**config.mk**
```make
export PLATFORM = sky130hd
export DESIGN_NAME = pci32_enum
export DESIGN_NICKNAME = d
export VERILOG_FILES = /design/src/rtl/pci32_enum.sv
export SDC_FILE = /design/constraint.sdc
export NUM_CORES = 1
export LEC_CHECK = 0
export BUFFER_PORTS_ARGS = -buffer_cell sky130_fd_sc_hd__buf_2
export CAP_MARGIN = 20
export CELL_PAD_IN_SITES_DETAIL_PLACEMENT = 1
export CELL_PAD_IN_SITES_GLOBAL_PLACEMENT = 1
export CORE_ASPECT_RATIO = 2
export CORE_UTILIZATION = 49
export CTS_CLUSTER_SIZE = 20
export DETAILED_ROUTE_END_ITERATION = 8
export HOLD_SLACK_MARGIN = 0.02
export PLACE_DENSITY = 0.89
export SLEW_MARGIN = 40
export SYNTH_ARGS = -nofsm -noshare
export SYNTH_HDL_FRONTEND = slang
export SYNTH_SLANG_ARGS = --single-unit
```
**constraint.sdc**
```tcl
create_clock -name clk_i -period 14.5 [get_ports clk_i]
set_clock_uncertainty 0.05 [all_clocks]
set_input_delay 0.725 -clock clk_i [delete_from_list [all_inputs] [get_ports clk_i]]
set_output_delay 0.725 -clock clk_i [all_outputs]
set_load 0.01 [all_outputs]
```
**src/rtl/pci32_enum.sv**
```systemverilog
// pci32_enum: boot-time PCI config-space enumerator.
// Scans function 0 of each slot, sizes BARs 0..2, and enables the devices it finds.
module pci32_enum #(
    parameter logic [7:0]  CFG_BUS   = 8'd0,
    parameter int          NDEV      = 32,
    parameter logic [31:0] MEM_BASE  = 32'h4000_0000,
    parameter logic [31:0] MEM_LIMIT = 32'h7FFF_FFFF,
    parameter int          TIMEOUT   = 16,
    parameter logic [15:0] CMD_VALUE = 16'h0006
) (
    input  logic        clk_i,
    input  logic        rst_ni,
    input  logic        start_i,
    output logic        cs_config_o,
    output logic        we_o,
    output logic [3:0]  sel_o,
    output logic [31:0] adr_o,
    output logic [31:0] dat_o,
    input  logic [31:0] dat_i,
    input  logic        ack_i,
    output logic        busy_o,
    output logic        done_o,
    output logic        err_o,
    output logic [5:0]  ndev_o
);

    typedef enum logic [2:0] {
        S_IDLE,
        S_RD_ID,
        S_WR_ONES,
        S_RD_MASK,
        S_WR_BAR,
        S_WR_CMD,
        S_NEXT,
        S_FIN
    } state_t;

    state_t      r_state;
    logic [4:0]  r_dev;
    logic [1:0]  r_bar;
    logic [33:0] r_next;
    logic [31:0] r_bar_wdat;
    logic [15:0] r_tmo;
    logic [5:0]  r_ndev;
    logic        r_cs;
    logic        r_we;
    logic [3:0]  r_sel;
    logic [31:0] r_adr;
    logic [31:0] r_dat;
    logic        r_busy;
    logic        r_done;
    logic        r_err;

    logic        w_xact;
    logic        w_we;
    logic [3:0]  w_sel;
    logic [5:0]  w_reg;
    logic [31:0] w_dat;
    logic        w_tmo;
    logic        w_fin;
    logic [31:0] w_rdat;
    logic [33:0] w_size;
    logic [33:0] w_aln;
    logic [33:0] w_end;
    logic [33:0] w_nxt;
    logic        w_skip;
    logic        w_ovf;
    logic [5:0]  w_bar_reg;

    assign w_bar_reg = 6'd4 + {4'd0, r_bar};

    always_comb begin
        w_xact = 1'b0;
        w_we   = 1'b0;
        w_sel  = 4'hF;
        w_reg  = 6'd0;
        w_dat  = 32'h0;
        case (r_state)
            S_RD_ID: begin
                w_xact = 1'b1;
            end
            S_WR_ONES: begin
                w_xact = 1'b1;
                w_we   = 1'b1;
                w_reg  = w_bar_reg;
                w_dat  = 32'hFFFF_FFFF;
            end
            S_RD_MASK: begin
                w_xact = 1'b1;
                w_reg  = w_bar_reg;
            end
            S_WR_BAR: begin
                w_xact = 1'b1;
                w_we   = 1'b1;
                w_reg  = w_bar_reg;
                w_dat  = r_bar_wdat;
            end
            S_WR_CMD: begin
                w_xact = 1'b1;
                w_we   = 1'b1;
                w_sel  = 4'h3;
                w_reg  = 6'd1;
                w_dat  = {16'h0, CMD_VALUE};
            end
            default: ;
        endcase
    end

    assign w_tmo  = (r_tmo == 16'(TIMEOUT - 1));
    assign w_fin  = r_cs && (ack_i || w_tmo);
    // A read that never gets acked looks like an empty bus: all ones.
    assign w_rdat = ack_i ? dat_i : 32'hFFFF_FFFF;

    assign w_size = {2'b00, ~(w_rdat & 32'hFFFF_FFF0)} + 34'd1;
    assign w_aln  = (r_next + w_size - 34'd1) & ~(w_size - 34'd1);
    assign w_end  = w_aln + w_size - 34'd1;
    assign w_nxt  = w_aln + w_size;
    assign w_skip = (w_rdat == 32'h0) || w_rdat[0];
    assign w_ovf  = (w_end > {2'b00, MEM_LIMIT});

    always_ff @(posedge clk_i or negedge rst_ni) begin
        if (!rst_ni) begin
            r_state    <= S_IDLE;
            r_dev      <= 5'd0;
            r_bar      <= 2'd0;
            r_next     <= 34'd0;
            r_bar_wdat <= 32'h0;
            r_tmo      <= 16'd0;
            r_ndev     <= 6'd0;
            r_cs       <= 1'b0;
            r_we       <= 1'b0;
            r_sel      <= 4'h0;
            r_adr      <= 32'h0;
            r_dat      <= 32'h0;
            r_busy     <= 1'b0;
            r_done     <= 1'b0;
            r_err      <= 1'b0;
        end else begin
            r_done <= 1'b0;

            // Shared transaction engine for every config-access state.
            if (w_xact) begin
                if (!r_cs) begin
                    r_cs  <= 1'b1;
                    r_we  <= w_we;
                    r_sel <= w_sel;
                    r_adr <= {4'h0, CFG_BUS, r_dev, 3'b000,
                              4'h0, w_reg, 2'b00};
                    r_dat <= w_dat;
                    r_tmo <= 16'd0;
                end else if (w_fin) begin
                    r_cs <= 1'b0;
                end else begin
                    r_tmo <= r_tmo + 16'd1;
                end
            end

            case (r_state)
                S_IDLE: begin
                    if (start_i) begin
                        r_dev   <= 5'd0;
                        r_next  <= {2'b00, MEM_BASE};
                        r_ndev  <= 6'd0;
                        r_err   <= 1'b0;
                        r_busy  <= 1'b1;
                        r_state <= S_RD_ID;
                    end
                end
                S_RD_ID: begin
                    if (w_fin) begin
                        if (w_rdat[15:0] == 16'hFFFF) begin
                            r_state <= S_NEXT;
                        end else begin
                            r_bar   <= 2'd0;
                            r_state <= S_WR_ONES;
                        end
                    end
                end
                S_WR_ONES: begin
                    if (w_fin) r_state <= S_RD_MASK;
                end
                S_RD_MASK: begin
                    if (w_fin) begin
                        if (w_skip) begin
                            r_bar_wdat <= 32'h0;
                        end else if (w_ovf) begin
                            r_bar_wdat <= 32'h0;
                            r_err      <= 1'b1;
                        end else begin
                            r_bar_wdat <= w_aln[31:0];
                            r_next     <= w_nxt;
                        end
                        r_state <= S_WR_BAR;
                    end
                end
                S_WR_BAR: begin
                    if (w_fin) begin
                        r_bar   <= r_bar + 2'd1;
                        r_state <= (r_bar == 2'd2) ? S_WR_CMD : S_WR_ONES;
                    end
                end
                S_WR_CMD: begin
                    if (w_fin) begin
                        r_ndev  <= r_ndev + 6'd1;
                        r_state <= S_NEXT;
                    end
                end
                S_NEXT: begin
                    if (r_dev == 5'(NDEV - 1)) begin
                        r_done  <= 1'b1;
                        r_busy  <= 1'b0;
                        r_state <= S_FIN;
                    end else begin
                        r_dev   <= r_dev + 5'd1;
                        r_state <= S_RD_ID;
                    end
                end
                S_FIN: begin
                    r_state <= S_IDLE;
                end
                default: begin
                    r_state <= S_IDLE;
                end
            endcase
        end
    end

    assign cs_config_o = r_cs;
    assign we_o        = r_we;
    assign sel_o       = r_sel;
    assign adr_o       = r_adr;
    assign dat_o       = r_dat;
    assign busy_o      = r_busy;
    assign done_o      = r_done;
    assign err_o       = r_err;
    assign ndev_o      = r_ndev;

endmodule

```
# After elaboration in Yosys (flattened, before gate mapping)
# Cells that the tools add are included.
dict set report totals {
  elab_cells 124
  in_bits 36
  out_inout_bits 79
  ff_bits 150
}
dict set report op_classes {
  addsub 11
  n_eq_ne 24
  reduce_logical 22
  bitwise_logic 4
  muxes 47
  magnitude_cmp 1
}
# operator n
set ops {}
lappend ops {{$mux 34} 4}
lappend ops {{$mux 32} 3}
lappend ops {{$pmux 32 s3} 1}
lappend ops {{$add 34x33->34} 2}
lappend ops {{$pmux 34 s2} 1}
lappend ops {{$sub 34x1->34 const B} 2}
lappend ops {{$and 34x34->34} 1}
lappend ops {{$gt 34x31->1 const B} 1}
lappend ops {{$not 34->34} 1}
lappend ops {{$sub 33x1->34 const B} 1}
lappend ops {{$add 32x1->33 const B} 1}
lappend ops {{$logic_not 32->1} 1}
lappend ops {{$mux 16} 2}
lappend ops {{$not 32->32} 1}
lappend ops {{$mux 3} 9}
lappend ops {{$ne 2x2->1 const B} 13}
lappend ops {{$pmux 3 s8} 1}
lappend ops {{$add 16x1->16 const B} 1}
lappend ops {{$eq 16x16->1 const B} 1}
lappend ops {{$eq 16x4->1 const B} 1}
lappend ops {{$eq 3x3->1 const B} 4}
lappend ops {{$mux 1} 12}
lappend ops {{$mux 6} 2}
lappend ops {{$pmux 6 s2} 1}
lappend ops {{other kinds (27)} 42}

# Logic depth before layout (Yosys ltp)
dict set report depth {
  ltp_word 13
  mapped_depth 32
  depth_no_buf 28
}

# Worst setup path after synthesis
# OpenSTA, ideal clock, no wires.
dict set report synth_timing {
  kind {input -> register}
  startpoint {input port dat_i[4]}
  endpoint {register r_bar_wdat[26]}
  setup_time_ns 0.069
  t_arrival_ns 7.555
  t_required_ns 14.381
  cell_stages 28
  setup_slack_ns 6.826
  path_buffers 3
  path_cell_list {clkbuf_1 > nand2b_1 > inv_1 > ha_1 > clkbuf_1 > nor2b_1 > nand4_1 > or4_1 > nand3b_1 > xor2_1 > ha_1 > nand2_1 > o21ai_0 > nor3_1 > a221o_1 > or2_2 > a2111oi_0 > a31o_1 > nor3_1 > a21o_1 > or4_1 > or4_1 > nor4_1 > nand4_1 > xnor2_2 > nor3_2 > buf_6 > a32o_1}
}
dict set report synth_between {
  elab_chain_cells 11
  elab_cells_between_ends 15
  cone_classes {add/sub (6); order compare (1); mux (3); bitwise (3); reduce/logical (2)}
}
# item line
set synth_rtl {}
lappend synth_rtl {{from (decl)} 19} ;# input logic [31:0] dat_i,
lappend synth_rtl {{$mux 32 *} 112} ;# assign w_rdat = ack_i ? dat_i : 32'hFFFF_FFFF;
lappend synth_rtl {{$not 32->32} 114} ;# assign w_size = {2'b00, ~(w_rdat & 32'hFFFF_FFF0)} + 34'd1;
lappend synth_rtl {{$add 32x1->33} 114}
lappend synth_rtl {{$add 34x33->34 / $sub 33x1->34 (equally long branches)} 115} ;# assign w_aln = (r_next + w_size - 34'd1) & ~(w_size - 34'd1);
lappend synth_rtl {{$sub 34x1->34 / $not 34->34 (equally long branches)} 115}
lappend synth_rtl {{$and 34x34->34} 115}
lappend synth_rtl {{$add 34x33->34} 116} ;# assign w_end = w_aln + w_size - 34'd1;
lappend synth_rtl {{$sub 34x1->34} 116}
lappend synth_rtl {{$gt 34x31->1} 119} ;# assign w_ovf = (w_end > {2'b00, MEM_LIMIT});
lappend synth_rtl {{$mux 32} 186} ;# end else if (w_ovf) begin
lappend synth_rtl {{$mux 32 *} 184} ;# if (w_skip) begin
lappend synth_rtl {{to (signal assigned)} 190} ;# r_bar_wdat <= w_aln[31:0];
lappend synth_rtl {{to (decl)} 42} ;# logic [31:0] r_bar_wdat;
# Mark *: on every way between the ends. The rest lies on a longest branch, timed or not.
# A chain may end at the register's enable or synchronous reset.

# Worst setup path after layout
dict set report layout_timing {
  startpoint {input port ack_i}
  endpoint {register r_bar_wdat[12]}
}
dict set report layout_between {
  elab_chain_cells 11
  elab_cells_between_ends 18
  cone_classes {add/sub (6); order compare (1); mux (3); bitwise (3); reduce/logical (5)}
}
# item line
set layout_rtl {}
lappend layout_rtl {{from (decl)} 20} ;# input logic ack_i,
lappend layout_rtl {{$mux 32} 112}
lappend layout_rtl {{$not 32->32} 114}
lappend layout_rtl {{$add 32x1->33} 114}
lappend layout_rtl {{$add 34x33->34 / $sub 33x1->34 (equally long branches)} 115}
lappend layout_rtl {{$sub 34x1->34 / $not 34->34 (equally long branches)} 115}
lappend layout_rtl {{$and 34x34->34} 115}
lappend layout_rtl {{$add 34x33->34} 116}
lappend layout_rtl {{$sub 34x1->34} 116}
lappend layout_rtl {{$gt 34x31->1} 119}
lappend layout_rtl {{$mux 32} 186}
lappend layout_rtl {{$mux 32} 184}
# Parallel ways exist; a longest one is shown, timed or not.

==> metrics <==
FF-to-FF path depth=23; Commonest cells post-synth=nand2_1, dfrtp_1, nor2_1; dpl hpwl=about 37 mm; CP peak stage delay=approximately 0.8 ns; Levels on crit path=27; worst endpoint required time=approximately 15 ns; CTS tree=yes; layout cell share with drive strength beyond 1=between 10% and 20%; status=finished, final reports clean; DP Worst Slack=approximately 4.6 ns; Vias=13200; core area=0.0250 mm2; RSZ-0062 raised after global routing=false; Synth area leaders=dfrtp_1, nand2_1, ha_1, xnor2_1, o21ai_0; synthesized instance count=between 1500 and 2000; Power Total=between 2000 and 2500 uW; final worst slack=approximately 4.6 ns; fin crit share=between 60% and 70%; Synth Cell Area=between 0.01 and 0.015 mm2; crit path buf inv count=4; Pwr per Cell Area=173 mW/mm2; CTS Hold Bufs=0; Pins Over Slew Limit=0; drt pass-1 iters=6; I/O Buffers=90; Setup Viol. Count Final=0; CP endpoint=r_bar_wdat[12]; VDD IR-drop max=~0.078 mV; post-synth top area share=27.0%; initial antenna violation count=3; row count=between 80 and 90; min Tclk post-route=around 9.9 ns; P_leak=just under 0.006 uW; Post-DRT Antenna Nets=0; clock latency on the worst-skew pair=around 0.45 ns; Die Wd=between 100 and 150 um; H-tree Lvls=4; total global-route track usage=40.2%; Critical Path AT=just over 10 ns; Yosys cell types=between 90 and 100; delay-heaviest family, CP=simple AND/OR/NAND/NOR gates; FF-to-FF End=r_bar_wdat[12]; largest area contributor in the synthesized netlist=dfrtp_1; Max Clock Freq=101 MHz; Routed WL per cell=~26 um; CP startpoint=ack_i; most common cell in the synthesized netlist=nand2_1; flop-to-flop setup slack=about 6.6 ns; clk slew on worst S/H paths=around 0.090 ns; Post-CTS Setup Bufs=0; CTS-repair resized insts=0; Max clock buf depth=2; Max-slew headroom=approximately two fifths; CP max FO=49; Layout area overhead=9.93%; critical path type=in2reg; Max-cap violations=0; grt ovf=0; syn avg cell area=7.91 um2; num ports=~120; Die Ht=approximately 230 um; die area=0.0262 mm2; first-pass GRT wire length=about 79 mm; Worst setup SP type=primary input; Primary FF master, synth=dfrtp_1; largest net degree at the start of global routing=between 60 and 70; sequential cell area fraction in the yosys report=27.0%; gpl congestion=slightly below 1; clk sink count=roughly 140; final hold violation count=0; FFs w/ async S/R, synth=100%; Routed WL=between 50 and 60 mm; TNS Setup=0 ns; Worst Tran Pin Value=0.904 ns; starting density of the core=about 50%; DRC violations left=0; Worst path slowest cell=nor3_2; Post-synth EDFFs=0; fin nets=1700; DRT iter0 DRCs=749; cts bufs inserted=17; vias in the first global route=14200; warning count from the yosys run=0; Hold Crit Class=in2async; Setup crit end kind=flip-flop; CTS Root Cell=clkbuf_16; register bit total from synthesis=about 140; Vias/cell=6.70; worst r2r src=r_next[5]
-- cell usage in the layout, fill, tap and decap left out, types with 18 or more instances in the layout --
cell	n
nand2_1	213
nand3_1	69
nand4_1	25
ha_1	47
nor3_1	31
xnor2_1	63
mux2i_1	37
conb_1	24
inv_1	61
nor4_1	24
or4_1	19
o21ai_0	85
dfrtp_1	135
nor2_1	112
a22o_1	38
nand2b_1	35
buf_4	18
buf_2	89
and3_1	27
xor2_1	45
a32o_1	21
a21oi_1	66
-- layout make-up --
class	instances	area (um2)
Timing Repair Buffer	109	603
Inverter	61	229
Tap cell	336	420
Clock buffer	17	425
Antenna cell	1	2.50
Sequential cell	135	3380
Fill cell	3166	11300
Clock inverter	15	225
Multi-Input combinational cell	1292	8490
-- routing by layer --
layer  wire [um]  GRT usage [%]  up-vias
met1       16300           37.0     6510
met2       26000           70.2      568
met5          29              0        -
met3        3280           10.8      309
li1            -              -     5787
met4        5370           36.7        4
-- flip-flops by register name, indices dropped and copies added (netlist names), 2 cells and up --
| signal | flops |
|---|---|
| adr_o | 8 |
| ndev_o | 6 |
| r_next | 30 |
| r_tmo | 16 |
| r_dev | 5 |
| r_bar_wdat | 28 |
| dat_o | 30 |
| sel_o | 2 |
| r_bar | 2 |
| r_state | 3 |
-- worst register-to-register path: cells and delay by family (launching register included) --
family | cells | cell delay, ns
flip-flops | 1 | 0.37
AO/OA/AOI/OAI | 5 | 1.65
buffers and inverters | 4 | 0.56
AND/OR/NAND/NOR | 8 | 2.95
XOR/XNOR | 2 | 1.06
multiplexers | 1 | 0.34
adder cells (fa/ha/maj) | 3 | 0.88
-- power by group --
| part | internal, uW | switching (uW) | total, uW |
|---|---|---|---|
| registers | 464 | 111 | 575 |
| clock network | 306 | 192 | 498 |
| logic | 442 | 865 | 1310 |
-- worst min path at each step --
stage / to / cells after the start
final: err_o / 1
after global routing: err_o / 1
after CTS: err_o / 1
after detailed placement: r_bar_wdat[16] / 1
after global placement: sel_o[1] / 1
after floorplan: adr_o[15] / 0
-- stage by stage --
stage | area [um2] | hold slack (ns) | std cells | utilization, %
2_1_floorplan | 12600 | 0.379 | 1606 | -
3_3_place_gp | 13100 | 0.422 | 1933 | 52.2
3_5_place_dp | 13100 | 0.435 | 1933 | 52.3
4_1_cts | 13700 | 0.256 | 1965 | 54.9
5_1_grt | 13800 | 0.271 | 1965 | 55.0
6_report | 13800 | 0.205 | 1966 | 55.0
-- cells by family (layout without fill, tap and decap cells) --
family / count (synthesis) / in the layout / synth area share (%)
compound gates: 385 / 385 / 21.9
mux: 58 / 58 / 4.84
fa+ha+maj: 48 / 48 / 4.85
other cells: 1 / 25 / 0.0299
simple gates: 665 / 665 / 27.1
buf+inv: 179 / 202 / 6.44
xor+xnor: 112 / 112 / 7.89
flops: 135 / 135 / 27.0
Note: power is estimated with default switching activity, not from simulation.
